**src/rtl/fighter_pkg.sv**
```systemverilog
// Shared constants for the fighter video path: sprite geometry, colour format and
// the blood-animation sequencer state encoding.
package fighter_pkg;

   localparam int SPR_SIZE = 64;
   localparam int SPR_AW   = $clog2(SPR_SIZE);
   localparam int PIX_W    = 10;
   localparam int COLOR_W  = 12;

   localparam logic [COLOR_W-1:0] COLOR_TRANSPARENT = 12'h000;

   // Two-state sequencer; kept as plain constants so older tools accept it.
   localparam int          ST_W    = 1;
   localparam logic [0:0]  ST_IDLE = 1'b0;
   localparam logic [0:0]  ST_PLAY = 1'b1;

endpackage

```
**src/rtl/blood_anim_ctrl.sv**
```systemverilog
// Blood-splatter animation sequencer: steps through the frame ROMs on frame_tick,
// addresses the selected ROM from the pixel position and realigns the draw flag.
module blood_anim_ctrl
   import fighter_pkg::*;
#(
   parameter int NUM_FRAMES  = 20,
   parameter int FRAME_TICKS = 2
) (
   input  logic                          clk,
   input  logic                          rst_n,
   input  logic                          trigger,
   input  logic [PIX_W-1:0]              hit_x,
   input  logic [PIX_W-1:0]              hit_y,
   input  logic                          frame_tick,
   input  logic                          video_on,
   input  logic [PIX_W-1:0]              pix_x,
   input  logic [PIX_W-1:0]              pix_y,
   input  logic [COLOR_W-1:0]            rom_color,
   output logic [$clog2(NUM_FRAMES)-1:0] frame_sel,
   output logic [SPR_AW-1:0]             rom_row,
   output logic [SPR_AW-1:0]             rom_col,
   output logic [COLOR_W-1:0]            blood_rgb,
   output logic                          blood_on,
   output logic                          busy,
   output logic [ST_W-1:0]               dbg_state
);

   localparam int FS_W   = $clog2(NUM_FRAMES);
   localparam int TICK_W = (FRAME_TICKS > 1) ? $clog2(FRAME_TICKS) : 1;
   localparam int DW     = PIX_W + 1;

   localparam logic [FS_W-1:0]   LAST_FRAME = FS_W'(NUM_FRAMES - 1);
   localparam logic [TICK_W-1:0] LAST_TICK  = TICK_W'(FRAME_TICKS - 1);
   localparam logic [DW-1:0]     SPR_LIMIT  = DW'(SPR_SIZE);

   logic [ST_W-1:0]   r_state;
   logic [FS_W-1:0]   r_frame_sel;
   logic [TICK_W-1:0] r_tick_cnt;
   logic [PIX_W-1:0]  r_pos_x;
   logic [PIX_W-1:0]  r_pos_y;
   logic              r_in_box_d;

   logic [DW-1:0]     w_dx;
   logic [DW-1:0]     w_dy;
   logic              w_busy;
   logic              w_in_box;
   logic              w_blood_on;

   assign w_busy = (r_state == ST_PLAY);

   // Trigger has priority over frame_tick, including on the final-frame tick.
   always_ff @(posedge clk or negedge rst_n) begin
      if (!rst_n) begin
         r_state     <= ST_IDLE;
         r_frame_sel <= '0;
         r_tick_cnt  <= '0;
         r_pos_x     <= '0;
         r_pos_y     <= '0;
      end else if (trigger) begin
         r_state     <= ST_PLAY;
         r_frame_sel <= '0;
         r_tick_cnt  <= '0;
         r_pos_x     <= hit_x;
         r_pos_y     <= hit_y;
      end else if (w_busy && frame_tick) begin
         if (r_tick_cnt == LAST_TICK) begin
            r_tick_cnt <= '0;
            if (r_frame_sel == LAST_FRAME) begin
               r_state     <= ST_IDLE;
               r_frame_sel <= '0;
            end else begin
               r_frame_sel <= r_frame_sel + 1'b1;
            end
         end else begin
            r_tick_cnt <= r_tick_cnt + 1'b1;
         end
      end
   end

   // One extra bit so a sprite near the right/bottom edge never wraps into the box.
   assign w_dx = {1'b0, pix_x} - {1'b0, r_pos_x};
   assign w_dy = {1'b0, pix_y} - {1'b0, r_pos_y};

   assign w_in_box = video_on & w_busy & ~w_dx[DW-1] & ~w_dy[DW-1]
                   & (w_dx < SPR_LIMIT) & (w_dy < SPR_LIMIT);

   // The ROM registers row/col internally, so the in-box flag is delayed to match.
   always_ff @(posedge clk or negedge rst_n) begin
      if (!rst_n) begin
         r_in_box_d <= 1'b0;
      end else begin
         r_in_box_d <= w_in_box;
      end
   end

   assign w_blood_on = r_in_box_d & (rom_color != COLOR_TRANSPARENT);

   assign rom_row   = w_dy[SPR_AW-1:0];
   assign rom_col   = w_dx[SPR_AW-1:0];
   assign frame_sel = r_frame_sel;
   assign blood_on  = w_blood_on;
   assign blood_rgb = w_blood_on ? rom_color : COLOR_TRANSPARENT;
   assign busy      = w_busy;
   assign dbg_state = r_state;

endmodule
```
**config.mk**
```make
export PLATFORM = sky130hd
export DESIGN_NAME = blood_anim_ctrl
export DESIGN_NICKNAME = d
export VERILOG_FILES = /design/src/rtl/fighter_pkg.sv /design/src/rtl/blood_anim_ctrl.sv
export SDC_FILE = /design/constraint.sdc
export NUM_CORES = 1
export LEC_CHECK = 0
export BUFFER_PORTS_ARGS = -buffer_cell sky130_fd_sc_hd__buf_2
export CAP_MARGIN = 20
export CORE_MARGIN = 1
export CORE_UTILIZATION = 44
export CTS_CLUSTER_DIAMETER = 80
export DETAILED_ROUTE_END_ITERATION = 10
export PLACE_DENSITY_LB_ADDON = 0.05
export SYNTH_ARGS = -nofsm -noshare
export SYNTH_HDL_FRONTEND = slang
export SYNTH_SLANG_ARGS = --single-unit
export TNS_END_PERCENT = 30
```
**constraint.sdc**
```tcl
create_clock -name clk -period 2.39 [get_ports clk]
set_input_delay 0.1195 -clock clk [delete_from_list [all_inputs] [get_ports clk]]
set_output_delay 0.1195 -clock clk [all_outputs]
set_load 0.01 [all_outputs]
```
==> results of run 1 <==
[placed cells by master (no fill, tap or decap), types with 2 or more instances in the layout]
cell type,count
a2111o_1,2
or2b_2,2
nor4_2,2
nand2_1,27
a31oi_1,4
dfrtp_1,28
a211oi_1,2
mux2_2,2
buf_2,88
mux2i_1,3
nor2_1,12
o21ai_0,29
nor4_1,3
o21a_1,2
xnor2_1,4
and3_1,2
a21oi_2,3
nand3_1,7
buf_4,14
ha_1,20
xor2_1,6
a21oi_1,9
and2_1,12
nand3b_1,4
clkbuf_8,3
inv_1,29
nor2b_1,10
o31ai_1,2
nor3b_1,2
a21o_2,2
a21o_1,6
[final cells by class]
| type | count | area, um2 | share of cell area [%] |
|---|---|---|---|
| Tap cell | 67 | 83.8 | 2.87 |
| Clock buffer | 3 | 41.3 | 1.41 |
| Multi-Input combinational cell | 199 | 1400 | 47.8 |
| Clock inverter | 1 | 30.0 | 1.03 |
| Timing Repair Buffer | 103 | 556 | 19.0 |
| Inverter | 30 | 113 | 3.86 |
| Sequential cell | 28 | 701 | 24.0 |
[repair_timing]
action	CTS	global route
buffers inserted	1	2
gates cloned	0	0
hold buffers	1	0
hold endpoints to repair	28	0
pin swaps	3	8
resized for setup	5	5
endpoints found under the setup margin	1	2
[kinds of logic after synthesis]
kind of cell | after synthesis
buffers and inverters | 38
AO/OA/AOI/OAI | 73
XOR/XNOR | 10
flip-flops | 28
AND/OR/NAND/NOR | 88
adder cells (fa/ha/maj) | 23
multiplexers | 5
[sequential cells by signal, indices dropped and copies added, names as in the netlist]
signal,count
r_tick_cnt,1
frame_sel,5
busy,1
r_pos_y,10
r_pos_x,10
r_in_box_d,1
[layer usage]
metal	global-route usage (%)	wire length (um)	up-vias	part of all wire [%]
met2	36.2	2570	64	49
met1	26.4	2390	1001	45
met4	4.14	41	0	0.78
met3	2.21	255	4	4.8
met5	0	0	-	0
li1	-	-	1118	-
[path summary, 6_finish.rpt]
kind	slack, ns	endpoint	cells after the start	startpoint
worst max-delay path	0.06	r_in_box_d$_DFF_PN0_	9	r_pos_y[0]$_DFFE_PN0P_
worst min-delay path	0.04	r_pos_x[1]$_DFFE_PN0P_	3	hit_x[1]
worst max register to register	0.06	r_in_box_d$_DFF_PN0_	9	r_pos_y[0]$_DFFE_PN0P_
worst min register to register	0.54	r_pos_y[0]$_DFFE_PN0P_	1	r_pos_y[0]$_DFFE_PN0P_
max in group asynchronous	1.56	r_pos_y[2]$_DFFE_PN0P_	2	rst_n
min in group asynchronous	0.39	r_pos_x[1]$_DFFE_PN0P_	2	rst_n
[power by group through the flow]
| stage | Sequential [mW] | Clock (mW) | Combinational, mW |
|---|---|---|---|
| 3_5_place_dp | 0.537 | 0 | 0.573 |
| 4_1_cts | 0.527 | 0.396 | 0.586 |
| 2_1_floorplan | 0.535 | 0 | 0.364 |
| 5_1_grt | 0.532 | 0.405 | 0.673 |
| 6_report | 0.528 | 0.385 | 0.599 |
| 3_3_place_gp | 0.535 | 0 | 0.569 |
[cells in the mapped netlist (3+ instances only)]
library cell and number:
xor2_1 6, nor4_1 3, and2_1 12, a21oi_1 12
mux2i_1 3, o21ai_0 31, dfrtp_1 28, ha_1 21
xnor2_1 4, clkbuf_1 7, nand2_1 27, nor2b_1 10
a21o_1 6, nand3_1 7, inv_1 30, nor2_1 12
nand3b_1 4, a31oi_1 4
[critical path, stage by stage, from the launching register on]
cell      delay [ns]
dfrtp_1         0.37
ha_1            0.18
fa_1            0.23
nor2b_1         0.07
o21ai_2         0.21
buf_4           0.15
nand2_1         0.07
a2111o_1        0.37
a2111o_1        0.36
nor4_2          0.24
==> key figures, run 1 <==
Global routing
  • Initial antenna violation count: 0
  • Pin count of the biggest net entering global routing: 34
  • GRT overflow: 0
  • First-pass GRT wire length: 8500 um
  • GRT Total Usage: 20.3%
  • Vias in the first global route: 1997

Floorplan
  • Initial Util: 46.3%
  • I/O pin count: 89
  • Num rows: 25
  • Area of the die: 5330 um2
  • Die height: 73.0 um
  • Die X: 73.0 um
  • Core area: 4790 um2

Worst setup path
  • Critical path class: flop to flop
  • Startpoint types: flop
  • Worst path required time: 2.58 ns
  • CP max FO: 2
  • Critical Path AT: 2.52 ns
  • Crit end category: flop

Cells and area
  • Share of cells above drive strength 1: 34.1%
  • Finished Layout Cells: 431
  • Post-layout util: 61.0%
  • Area delta synth->final: 31.7%
  • Final Net Count: 445
  • Final non-filler cell area: 2920 um2
  • # fillers: 462
  • Ant diodes: 0

Pwr
  • Logic pwr share: 39.6%
  • Pint: 1.02 mW
  • Clk pwr share: 25.5%
  • Sw Share: 32.7%
  • Peak supply drop: 0.000307 V
  • Power consumption: 1.51 mW
  • Leakage power: 1.51 nW
  • PwrDens: 518 nW/um2
  • Part of the power in registers: 34.9%
  • P_sw: 0.495 mW

STA
  • Final Cycle Share: 97.5%
  • Final Max Tran Viols: 0
  • Final Skew: 0.00364 ns
  • Tmin final: 2.33 ns
  • Fin Setup TNS: 0 ns
  • Final Hold Vio Count: 0
  • Fin worst setup slack: 0.0597 ns
  • FMAX: 429 MHz
  • Actual slew at the worst max-slew pin: 0.659 ns
  • WHS: 0.0359 ns
  • Slew HR: 56.0%
  • RSZ-0062 raised after global routing: yes
  • Setup Viol. Count Final: 0

Route
  • Pre-antenna DRT Iters: 4
  • Via count: 2187
  • Avg WL per Cell: 12.2 um
  • Final ANT Viol Nets: 0
  • 1st-iter DRT viols: 154
  • Drt drc: 0
  • DRT Wirelength: 5260 um
  • Vias per Instance: 5.07

Synth
  • Share of the synthesized area in the top cell type: 31.6%
  • Yosys reg bits: 28
  • Compound-Gate Fraction of Synth Area: 20.6%
  • Leading area contributor after synthesis: dfrtp_1
  • Cells after Synth: 265
  • Syn_nets: 345
  • Synth Area in XOR/XNOR: 3.95%
  • Mapped Area: 2220 um2
  • Post-synth EDFFs: 0
  • Yosys Warn Count: 0
  • Post-synthesis mux area share: 2.37%
  • Ys flop type: dfrtp_1
  • Syn avg cell area: 8.37 um2
  • Ys async rst share: 100%
  • Adder-Cell Fraction of Synth Area: 13.7%
  • Synth Area in Simple Gates: 21.2%
  • Synth area leaders: dfrtp_1, ha_1, o21ai_0
  • Main combinational cell family by area after synthesis: simple AND/OR/NAND/NOR gates
  • Library cells used by synthesis: 45
  • Sequential area share after synthesis: 31.6%

Worst hold path
  • Hold Path Class: primary input to flop

Clock tree
  • CTS max path bufs: 2
  • CTS tree: built
  • CTS buffer count: 3
  • Htree depth: 1
  • Skew-Pair Late Insertion Delay: 0.28 ns
  • Clock sinks: 28
  • Clock slew at reported path FFs: 0.10 ns
  • CTS root buf: clkbuf_8

Place
  • Buffers on Ports: 88
  • Global placement routability congestion: 0.876
  • Placement Setup Slack: -0.00350 ns
  • Dpl cells: 423
  • Dpl cell area: 2790 um2
  • Post-DP HPWL: 4200 um

Outcome
  • Status: complete, no violations

Job
  • Max_cap viols: 0
Power figures use the tool's default switching activity.
==> inputs of run 2 (changes only) <==
--- a/config.mk
+++ b/config.mk
@@ -8,10 +8,10 @@
 export BUFFER_PORTS_ARGS = -buffer_cell sky130_fd_sc_hd__buf_2
 export CAP_MARGIN = 20
 export CORE_MARGIN = 1
-export CORE_UTILIZATION = 44
+export CORE_UTILIZATION = 49
 export CTS_CLUSTER_DIAMETER = 80
 export DETAILED_ROUTE_END_ITERATION = 10
-export PLACE_DENSITY_LB_ADDON = 0.05
+export PLACE_DENSITY = 0.91
 export SYNTH_ARGS = -nofsm -noshare
 export SYNTH_HDL_FRONTEND = slang
 export SYNTH_SLANG_ARGS = --single-unit
==> constraint.sdc (replaced) <==
create_clock -name clk -period 2.4 [get_ports clk]
set_input_delay 0.12 -clock clk [delete_from_list [all_inputs] [get_ports clk]]
set_output_delay 0.12 -clock clk [all_outputs]
set_load 0.01 [all_outputs]
==> run 2 against run 1 <==
  * First-iteration DRC count down 19%
  * Global-route usage up 1.3 points
  * Non-clock buffer count down 5
  * Sequential share of layout area up 0.57 points
  * Clock-buffer cell count up 1
  * Routed wire length up 4.5%
  * Register-to-register slack better by 0.03 ns
  * Sequential power about the same
  * Via count up 2.5%
  * Largest cell class unchanged
  * Final cell count down 4.6%
  * Worst setup slack better by 0.029 ns
  * Worst hold slack better by 0.0080 ns
==> key figures, run 2 (synthesis gave the netlist of run 1 again) <==
Route
  • Avg WL per Cell: 13.4 um (was 12.2 um)
  • 1st-iter DRT viols: 125 (was 154)
  • DRT Wirelength: 5500 um (was 5260 um)
  • Final ANT Viol Nets: 0 (unchanged)
  • Vias per Instance: 5.45 (was 5.07)
  • Via count: 2241 (was 2187)
  • Drt drc: 0 (unchanged)
  • Pre-antenna DRT Iters: 4 (unchanged)

Pwr
  • Power consumption: 1.41 mW (was 1.51 mW)
  • Peak supply drop: 0.000280 V (was 0.000307 V)
  • Leakage power: 1.48 nW (was 1.51 nW)
  • PwrDens: 496 nW/um2 (was 518 nW/um2)

STA
  • Tmin final: 2.31 ns (was 2.33 ns)
  • Fin Setup TNS: 0 ns (unchanged)
  • Final Hold Vio Count: 0 (unchanged)
  • Setup Viol. Count Final: 0 (unchanged)
  • Fin worst setup slack: 0.0883 ns (was 0.0597 ns)
  • Final Skew: 0.00702 ns (was 0.00364 ns)
  • Final Cycle Share: 96.3% (was 97.5%)
  • Final Max Tran Viols: 0 (unchanged)
  • RSZ-0062 raised after global routing: yes (unchanged)
  • Actual slew at the worst max-slew pin: 0.654 ns (was 0.659 ns)
  • FMAX: 433 MHz (was 429 MHz)
  • Slew HR: 56.4% (was 56.0%)

Place
  • Global placement routability congestion: 0.876 (about the same)
  • Post-DP HPWL: 4220 um (was 4200 um)
  • Placement Setup Slack: 0.0336 ns (was -0.00350 ns)
  • Dpl cells: 403 (was 423)
  • Buffers on Ports: 88 (unchanged)

Global routing
  • Vias in the first global route: 2063 (was 1997)
  • Pin count of the biggest net entering global routing: 35 (was 34)
  • GRT overflow: 0 (unchanged)
  • First-pass GRT wire length: 8590 um (was 8500 um)
  • GRT Total Usage: 21.6% (was 20.3%)
  • Initial antenna violation count: 0 (unchanged)

Clock tree
  • CTS root buf: clkbuf_8 (unchanged)
  • Clock sinks: 28 (unchanged)
  • Clock slew at reported path FFs: 0.10 ns (about the same)
  • Htree depth: 1 (unchanged)
  • CTS max path bufs: 2 (unchanged)
  • CTS tree: built (unchanged)
  • Skew-Pair Late Insertion Delay: 0.27 ns (was 0.28 ns)
  • CTS buffer count: 3 (unchanged)

Worst setup path
  • Startpoint types: flop (unchanged)
  • Worst path required time: 2.58 ns (about the same)
  • Crit end category: flop (unchanged)
  • Critical path class: flop to flop (unchanged)
  • CP max FO: 3 (was 2)
  • Critical Path AT: 2.50 ns (was 2.52 ns)

Cells and area
  • Finished Layout Cells: 411 (was 431)
  • Most frequent cells in the layout: buf_2, inv_1, o21ai_0 (unchanged)
  • Share of cells above drive strength 1: 33.7% (was 34.1%)
  • Final Net Count: 440 (was 445)
  • Commonest non-fill, non-tap cell in the layout: buf_2 (unchanged)
  • # fillers: 349 (was 462)
  • Ant diodes: 0 (unchanged)
  • Area delta synth->final: 28.7% (was 31.7%)

Floorplan
  • I/O pin count: 89 (unchanged)
  • Area of the die: 4800 um2 (was 5330 um2)
  • Die X: 69.3 um (was 73.0 um)
  • Num rows: 24 (was 25)
  • Core area: 4350 um2 (was 4790 um2)
  • Die height: 69.3 um (was 73.0 um)
  • Initial Util: 50.9% (was 46.3%)

Outcome
  • Status: complete, no violations (unchanged)

Job
  • Max_cap viols: 0 (unchanged)

Worst hold path
  • Hold Path Class: primary input to flop (unchanged)
run 2: changes by cell type in the layout (fill, tap and decap cells not counted), sizes merged:
cell    before  now
bufinv       1    0
clkbuf       3    4
buf        102   97
run 2: per-layer routing:
layer	share of wire (%)	wire length, um	GRT usage [%]	vias to the layer above
met2	52	2870	39.4	89
met5	0	0	0	-
li1	-	-	-	1106
met4	1.6	88	6.80	0
met1	41	2270	26.4	1036
met3	4.9	269	2.62	10
run 2: path summary, 6_finish.rpt:
path / cells past startpoint / slack, ns / endpoint / from
worst max-delay path: 8 / 0.09 / r_in_box_d$_DFF_PN0_ / r_pos_y[2]$_DFFE_PN0P_
worst min-delay path: 3 / 0.04 / r_pos_x[8]$_DFFE_PN0P_ / hit_x[8]
worst max register to register: 8 / 0.09 / r_in_box_d$_DFF_PN0_ / r_pos_y[2]$_DFFE_PN0P_
worst min register to register: 2 / 0.54 / r_pos_x[3]$_DFFE_PN0P_ / r_pos_x[3]$_DFFE_PN0P_
max in group asynchronous: 2 / 1.57 / frame_sel[4]$_DFFE_PN0P_ / rst_n
min in group asynchronous: 2 / 0.40 / r_pos_y[2]$_DFFE_PN0P_ / rst_n
run 2: per-stage QoR:
stage	hold slack (ns)	area, um2	util, %
detailed placement	0.190	2730	62.8
floorplan	-0.176	2220	-
finish	0.0439	2850	65.5
CTS	0.0429	2800	64.3
global route	0.0526	2850	65.5
global placement	0.174	2730	62.8
run 2: repair_timing:
action / 4_1_cts / 5_1_grt
endpoints found under the setup margin: 0 / 1
buffers inserted: 0 / 3
resized for setup: 0 / 13
hold buffers: 1 / 0
endpoints found under the hold margin: 28 / 0
run 2: where the power goes:
part | switching, mW | total, mW | leakage (nW) | internal, mW
combinational | 0.322 | 0.593 | 1.10 | 0.271
sequential | 0.0180 | 0.526 | 0.346 | 0.508
clock | 0.149 | 0.296 | 0.0288 | 0.147
run 2: critical path, cell delays in order (launching register included):
cell and delay (ns):
dfrtp_1 0.35, inv_1 0.05, ha_1 0.29, nor2b_2 0.17, o21ai_2 0.18, a21oi_2 0.09, or4_4 0.47, a221o_1 0.35
nor4_2 0.26
run 2: final cells by class:
class | instances | area (um2) | area share (%)
Multi-Input combinational cell | 199 | 1400 | 49.1
Sequential cell | 28 | 701 | 24.6
Timing Repair Buffer | 98 | 518 | 18.2
Inverter | 30 | 113 | 3.95
Tap cell | 52 | 65.1 | 2.28
Clock buffer | 4 | 55.1 | 1.93
